--- src/rtl/sd_axi_pkg.sv ---
// Shared AXI encodings, the burst-writer FSM state type and the burst sizing helper.
package sd_axi_pkg;

  localparam logic [1:0] AXI_BURST_INCR   = 2'b01;
  localparam logic [1:0] AXI_RESP_OKAY    = 2'b00;
  localparam logic [2:0] AXI_SIZE_4B      = 3'b010;
  localparam logic [2:0] AXI_PROT_DEFAULT = 3'b000;
  localparam logic [3:0] AXI_STRB_ALL     = 4'hF;
  localparam int unsigned BEATS_W         = 9;

  typedef enum logic [2:0] {IDLE, AW, W, B, DONE, HOLD} wr_state_e;

  typedef struct packed {
    logic [31:0] addr;
    logic [7:0]  len;
  } aw_req_t;

  // Largest burst that respects the beat cap, the words remaining and the next 4 KiB boundary.
  function automatic logic [BEATS_W-1:0] calc_beats(input logic [11:0] addr_lo,
                                                    input logic [31:0] words_left,
                                                    input logic [31:0] max_beats);
    logic [31:0] room;
    logic [31:0] n;
    room = 32'((13'h1000 - {1'b0, addr_lo}) >> 2);
    n    = max_beats;
    if (words_left < n) n = words_left;
    if (room < n) n = room;
    return BEATS_W'(n);
  endfunction

endpackage

--- src/rtl/sd_axi_wdata_prefetch.sv ---
// Buffer read issue plus a 2-entry write-data queue; keeps W fed at one beat per cycle.
module sd_axi_wdata_prefetch
  import sd_axi_pkg::*;
#(
  parameter int unsigned BUF_AW = 8
) (
  input  logic                aclk,
  input  logic                areset,
  input  logic                block_start,
  input  logic                load,
  input  logic [BEATS_W-1:0]  load_beats,
  input  logic                w_phase_next,
  output logic [BUF_AW-1:0]   buffer_addr,
  input  logic [31:0]         buffer_data,
  input  logic                wready,
  output logic                wvalid,
  output logic [31:0]         wdata,
  output logic                wlast
);

  logic [BUF_AW-1:0]  word_ptr_q;
  logic [BEATS_W-1:0] issue_left_q;
  logic               rd_pend_q;
  logic               rd_last_q;
  logic [1:0]         count_q;
  logic [1:0]         count_d;
  logic [31:0]        e0_data_q;
  logic [31:0]        e1_data_q;
  logic               e0_last_q;
  logic               e1_last_q;
  logic               wvalid_q;
  logic               pop_c;
  logic               push_c;
  logic               issue_c;
  logic [2:0]         occ_c;

  // A beat leaving this cycle frees its slot, which is what sustains full throughput.
  always_comb begin
    pop_c   = wvalid_q & wready;
    push_c  = rd_pend_q;
    occ_c   = 3'(count_q) + 3'(rd_pend_q) - 3'(pop_c);
    issue_c = (issue_left_q != '0) && (occ_c < 3'd2);
    count_d = 2'(count_q + 2'(push_c) - 2'(pop_c));
  end

  // Read issue: word pointer, reads left in the current burst, and the in-flight read tag.
  always_ff @(posedge aclk) begin
    if (areset) begin
      word_ptr_q   <= '0;
      issue_left_q <= '0;
      rd_pend_q    <= 1'b0;
      rd_last_q    <= 1'b0;
    end else begin
      if (block_start) word_ptr_q <= '0;
      else             word_ptr_q <= word_ptr_q + BUF_AW'(issue_c);
      if (load) issue_left_q <= load_beats;
      else      issue_left_q <= issue_left_q - BEATS_W'(issue_c);
      rd_pend_q <= issue_c;
      rd_last_q <= issue_c && (issue_left_q == BEATS_W'(1));
    end
  end

  // Two-entry queue; entry 0 always drives the W channel directly.
  always_ff @(posedge aclk) begin
    if (areset) begin
      count_q   <= '0;
      e0_data_q <= '0;
      e1_data_q <= '0;
      e0_last_q <= 1'b0;
      e1_last_q <= 1'b0;
      wvalid_q  <= 1'b0;
    end else begin
      count_q  <= count_d;
      wvalid_q <= (count_d != 2'd0) && w_phase_next;
      case ({push_c, pop_c})
        2'b10: begin
          if (count_q == 2'd0) begin
            e0_data_q <= buffer_data;
            e0_last_q <= rd_last_q;
          end else begin
            e1_data_q <= buffer_data;
            e1_last_q <= rd_last_q;
          end
        end
        2'b01: begin
          e0_data_q <= e1_data_q;
          e0_last_q <= e1_last_q;
        end
        2'b11: begin
          if (count_q == 2'd1) begin
            e0_data_q <= buffer_data;
            e0_last_q <= rd_last_q;
          end else begin
            e0_data_q <= e1_data_q;
            e0_last_q <= e1_last_q;
            e1_data_q <= buffer_data;
            e1_last_q <= rd_last_q;
          end
        end
        default: ;
      endcase
    end
  end

  assign buffer_addr = word_ptr_q;
  assign wvalid      = wvalid_q;
  assign wdata       = e0_data_q;
  assign wlast       = e0_last_q;

endmodule

--- src/rtl/sd_axi_burst_writer.sv ---
// Drains one ping-pong buffer half to memory as AXI4 INCR bursts that never cross 4 KiB.
module sd_axi_burst_writer
  import sd_axi_pkg::*;
#(
  parameter int unsigned BUF_AW      = 8,
  parameter int unsigned BURST_BEATS = 16
) (
  input  logic              aclk,
  input  logic              areset,
  input  logic              start,
  input  logic [31:0]       initial_addr,
  output logic [BUF_AW-1:0] buffer_addr,
  input  logic [31:0]       buffer_data,
  output logic              busy,
  output logic              done,
  output logic              err,
  output logic              axi_awvalid,
  input  logic              axi_awready,
  output logic [31:0]       axi_awaddr,
  output logic [2:0]        axi_awprot,
  output logic [1:0]        axi_awburst,
  output logic [7:0]        axi_awlen,
  output logic [2:0]        axi_awsize,
  output logic              axi_wvalid,
  input  logic              axi_wready,
  output logic [31:0]       axi_wdata,
  output logic [3:0]        axi_wstrb,
  output logic              axi_wlast,
  input  logic              axi_bvalid,
  output logic              axi_bready,
  input  logic [1:0]        axi_bresp
);

  localparam int unsigned WL_W        = BUF_AW + 1;
  localparam int unsigned BLOCK_WORDS = 2 ** BUF_AW;

  wr_state_e          state_q;
  wr_state_e          state_d;
  logic [31:0]        addr_q;
  logic [31:0]        addr_d;
  logic [WL_W-1:0]    words_left_q;
  logic [WL_W-1:0]    words_left_d;
  logic [BEATS_W-1:0] beats_q;
  logic [BEATS_W-1:0] beats_d;
  aw_req_t            aw_q;
  logic               awvalid_q;
  logic               bready_q;
  logic               busy_q;
  logic               done_q;
  logic               err_q;
  logic               aw_fire_c;
  logic               w_last_fire_c;
  logic               b_fire_c;
  logic               load_c;
  logic               block_start_c;

  // Next state plus block address/count bookkeeping; a burst is sized on entry to AW.
  always_comb begin
    state_d       = state_q;
    addr_d        = addr_q;
    words_left_d  = words_left_q;
    block_start_c = 1'b0;
    aw_fire_c     = axi_awvalid & axi_awready;
    w_last_fire_c = axi_wvalid & axi_wready & axi_wlast;
    b_fire_c      = axi_bvalid & axi_bready;
    case (state_q)
      IDLE: begin
        if (start) begin
          addr_d        = initial_addr;
          words_left_d  = WL_W'(BLOCK_WORDS);
          block_start_c = 1'b1;
          state_d       = AW;
        end
      end
      AW:   if (aw_fire_c) state_d = W;
      W:    if (w_last_fire_c) state_d = B;
      B: begin
        if (b_fire_c) begin
          addr_d       = addr_q + (32'(beats_q) << 2);
          words_left_d = words_left_q - WL_W'(beats_q);
          state_d      = (words_left_d != '0) ? AW : DONE;
        end
      end
      DONE:    state_d = HOLD;
      HOLD:    state_d = IDLE;
      default: state_d = IDLE;
    endcase
    load_c  = (state_d == AW) && (state_q != AW);
    beats_d = load_c ? calc_beats(addr_d[11:0], 32'(words_left_d), 32'(BURST_BEATS)) : beats_q;
  end

  always_ff @(posedge aclk) begin
    if (areset) state_q <= IDLE;
    else        state_q <= state_d;
  end

  // Registered datapath and AXI/status outputs, all derived from the next state.
  always_ff @(posedge aclk) begin
    if (areset) begin
      addr_q       <= '0;
      words_left_q <= '0;
      beats_q      <= '0;
      aw_q         <= '0;
      awvalid_q    <= 1'b0;
      bready_q     <= 1'b0;
      busy_q       <= 1'b0;
      done_q       <= 1'b0;
      err_q        <= 1'b0;
    end else begin
      addr_q       <= addr_d;
      words_left_q <= words_left_d;
      beats_q      <= beats_d;
      if (load_c) begin
        aw_q.addr <= addr_d;
        aw_q.len  <= 8'(beats_d - BEATS_W'(1));
      end
      awvalid_q <= (state_d == AW);
      bready_q  <= (state_d == B);
      busy_q    <= (state_d == AW) || (state_d == W) || (state_d == B);
      done_q    <= (state_d == DONE);
      if (b_fire_c && (axi_bresp != AXI_RESP_OKAY)) err_q <= 1'b1;
    end
  end

  sd_axi_wdata_prefetch #(.BUF_AW(BUF_AW)) u_prefetch (
    .aclk         (aclk),
    .areset       (areset),
    .block_start  (block_start_c),
    .load         (load_c),
    .load_beats   (beats_d),
    .w_phase_next (state_d == W),
    .buffer_addr  (buffer_addr),
    .buffer_data  (buffer_data),
    .wready       (axi_wready),
    .wvalid       (axi_wvalid),
    .wdata        (axi_wdata),
    .wlast        (axi_wlast)
  );

  assign busy        = busy_q;
  assign done        = done_q;
  assign err         = err_q;
  assign axi_awvalid = awvalid_q;
  assign axi_awaddr  = aw_q.addr;
  assign axi_awlen   = aw_q.len;
  assign axi_awprot  = AXI_PROT_DEFAULT;
  assign axi_awburst = AXI_BURST_INCR;
  assign axi_awsize  = AXI_SIZE_4B;
  assign axi_wstrb   = AXI_STRB_ALL;
  assign axi_bready  = bready_q;

endmodule

--- config.mk ---
export PLATFORM = sky130hd
export DESIGN_NAME = sd_axi_burst_writer
export DESIGN_NICKNAME = d
export VERILOG_FILES = /design/src/rtl/sd_axi_pkg.sv /design/src/rtl/sd_axi_wdata_prefetch.sv /design/src/rtl/sd_axi_burst_writer.sv
export SDC_FILE = /design/constraint.sdc
export NUM_CORES = 1
export LEC_CHECK = 0
export CORE_AREA = 8 8 148 150
export DETAILED_ROUTE_END_ITERATION = 10
export DIE_AREA = 0 0 156 158
export HOLD_SLACK_MARGIN = 0.06
export PLACE_DENSITY = 0.86
export SETUP_SLACK_MARGIN = 0.1
export SYNTH_ARGS = -nofsm -noshare
export SYNTH_HDL_FRONTEND = slang
export SYNTH_SLANG_ARGS = --single-unit
--- constraint.sdc ---
create_clock -name aclk -period 10.9 [get_ports aclk]
set_input_delay 1.09 -clock aclk [delete_from_list [all_inputs] [get_ports aclk]]
set_output_delay 1.09 -clock aclk [all_outputs]
set_load 0.01 [all_outputs]
==> reports/qor.csv <==
metric,value,unit
"FF+latch count, synth",186,
clk_lat worst skew,0.43,ns
ant diodes,0,
H-tree depth,4,
dpl hpwl,18.4,mm
Fmax,144,MHz
P_int,1.50,mW
largest net degree at the start of global routing,93,
final wirelength,25.9,mm
multi-input combinational cell area,0.00526,mm²
Synth cell types,76,
Layout area overhead,25.0,%
Clk pwr share,0.266,
vias in the first global route,8011,
Initial Util,0.475,
TritonCTS clock tree,built,
Max Slew Vio Count,0,
via count,8609,
worst hold path type,reg2reg,
Worst-path clk slew,0.08,ns
clock root buffer,clkbuf_16,
Comb pwr share,0.356,
Synth Area per Inst,8.29,µm²
GRT Util Overall,0.204,
Congestion Overflow GR,0,
sequential share of the synthesized area,0.398,
max_slew headroom,0.116,
postcts setup bufs,0,
Placement Rows,52,
asr flop ratio synth,0,
remaining antenna violation count,0,
# setup viols final,0,
initial antenna violation count,0,
setup TNS,0,ns
Hold Buf Count CTS,0,
Nets,1354,
Net Switching,0.858,mW
RSZ-0062 raised after global routing,no,
fill count,1737,
IO buf count,158,
wire length per cell,16.9,µm
sequential cell area,0.00372,mm²
"Hold Vio Cnt, Final",0,
pwr/cell area,202,mW/mm²
IO Pins,171,
DRC viols,0,
"top cells by count, synth","dfxtp_1 (186), nor2_1 (165), nand2_1 (122)",
drt pass-1 iters,5,
Setup WS pre-CTS,3.65,ns
DR vias/cell,5.62,
status,completed,
Post-synth EDFFs,0,
total core area,0.0197,mm²
final setup skew,0.0128,ns
top cell type's share of synthesized area,0.398,
CTS buffer count,17,
worst slew pin tran,1.33,ns
MaxCap Viol Count,0,
crit start category,flop,
layout cells sized above 1,0.0531,
CP required,11.25,ns
global placement routability congestion,0.945,
number of DRC markers in iteration 0,600,
clock tree buffer depth,2,
Post-Syn Instances,1129,
Worst VDD drop,0.000120,V
synthesized cell area,0.00936,mm²
die area,0.0246,mm²
leakage dissipation,4.56,nW
PnR worst setup slack,3.95,ns
Die Ht,158,µm
Worst setup EP type,flop,
crit-path max FO,28,
type of the worst setup path,reg2reg,
WP data arrival,7.29,ns
Sw Ratio,0.364,
YS warnings,0,
Seq pwr share,0.378,
post-cts repair resize count,0,
minimum clock period,6.95,ns
top post-synthesis cells by area,"dfxtp_1 (40%), nor2_1 (6.6%), a211oi_1 (5.5%)",
DIE WIDTH,156,µm
ys flop type,dfxtp_1,
largest area contributor in the netlist,dfxtp_1,
Final Cycle Share,0.637,
clock sink count,186,
first-pass GRT wire length,40.7,mm
"count leader, synth",dfxtp_1,
==> layout make-up <==
cell class | instances | area share
timing repair buffer | 166 | 0.140
clock inverter | 15 | 0.0168
multi-input combinational | 846 | 0.450
clock buffer | 17 | 0.0364
inverter | 31 | 0.00994
sequential | 186 | 0.318
tap | 270 | 0.0289
==> cells in the final DEF, fill, tap and decap left out, types with 7 or more instances in the layout <==
| cell type | instances |
|---|---|
| a211oi_1 | 69 |
| clkdlybuf4s50_1 | 157 |
| and3_1 | 10 |
| xnor2_1 | 22 |
| o21ai_0 | 30 |
| buf_4 | 9 |
| nand2_1 | 121 |
| a22oi_1 | 10 |
| nand2b_1 | 9 |
| nor3_1 | 23 |
| inv_1 | 31 |
| nand4_1 | 7 |
| a21o_1 | 13 |
| nor4_1 | 7 |
| or3_1 | 7 |
| a21oi_1 | 85 |
| clkinv_8 | 7 |
| a31oi_1 | 7 |
| nor2b_1 | 12 |
| xor2_1 | 17 |
| dfxtp_1 | 186 |
| nand3_1 | 26 |
| mux2i_1 | 44 |
| clkbuf_16 | 17 |
| conb_1 | 16 |
| a221oi_1 | 9 |
| nor2_1 | 165 |
| ha_1 | 31 |
==> registers in the layout, summed over array words and instances (netlist names), 2 cells and up <==
name and flops:
axi_awlen 8, axi_awaddr 32, u_prefetch.count_q 2, addr_q 32, u_prefetch.e1_data_q 32, words_left_q 9
beats_q 9, u_prefetch.buffer_addr 8, state_q 3, u_prefetch.wdata 32, u_prefetch.issue_left_q 9
==> critical path, cell delays in order (launching register included) <==
cell and delay (ns):
dfxtp_1 0.72, nand3b_1 0.89, nor2_1 1.20, a222oi_1 0.44, xnor2_1 0.41, inv_1 0.08
ha_1 0.22, or3_1 0.37, a31o_2 0.25, a21oi_1 0.40, a22oi_4 0.19, mux2i_1 0.51
o211ai_1 0.34, or4b_1 0.60, a311oi_2 0.24
==> cells by family after synthesis <==
kind of cell	synth area share
other cells	0.000802
fa+ha+maj	0.0478
buf+inv	0.0498
compound gates	0.206
xor+xnor	0.0365
mux	0.0470
simple gates	0.214
flops	0.398
==> metal layers <==
layer | GRT usage | part of all wire | up-vias
met4 | 0.0735 | 0.022 | 0
met2 | 0.348 | 0.49 | 297
met5 | 0 | 0 | -
li1 | - | - | 4230
met1 | 0.252 | 0.43 | 4046
met3 | 0.0371 | 0.063 | 36
==> worst paths after layout <==
check | startpoint | to | slack, ns | cells past startpoint
worst max-delay path | state_q[0] | axi_awlen[7] | 3.95 | 14
worst min register to register | err | err | 0.45 | 2
worst min-delay path | err | err | 0.45 | 2
worst max register to register | state_q[0] | axi_awlen[7] | 3.95 | 14
==> power groups by stage <==
stage                     registers, mW  logic [mW]  clock network, mW
after floorplan                   0.921       0.500                  0
after global placement            0.903       0.820                  0
after detailed placement          0.908       0.832                  0
after CTS                         0.893       0.839              0.635
after global routing              0.909       0.926              0.666
final                             0.893       0.839              0.627
==> stage by stage <==
stage / power (mW) / utilization / hold WS [ns] / area [µm²] / cells
finish: 2.36 / 0.594 / 0.454 / 11700 / 1531
global route: 2.50 / 0.594 / 0.474 / 11700 / 1531
CTS: 2.37 / 0.594 / 0.456 / 11700 / 1531
detailed placement: 1.74 / 0.562 / 0.446 / 11100 / 1499
global placement: 1.72 / 0.562 / 0.438 / 11100 / 1499
floorplan: 1.42 / - / 0.432 / 9420 / 1143
Note: power is estimated with default switching activity, not from simulation.
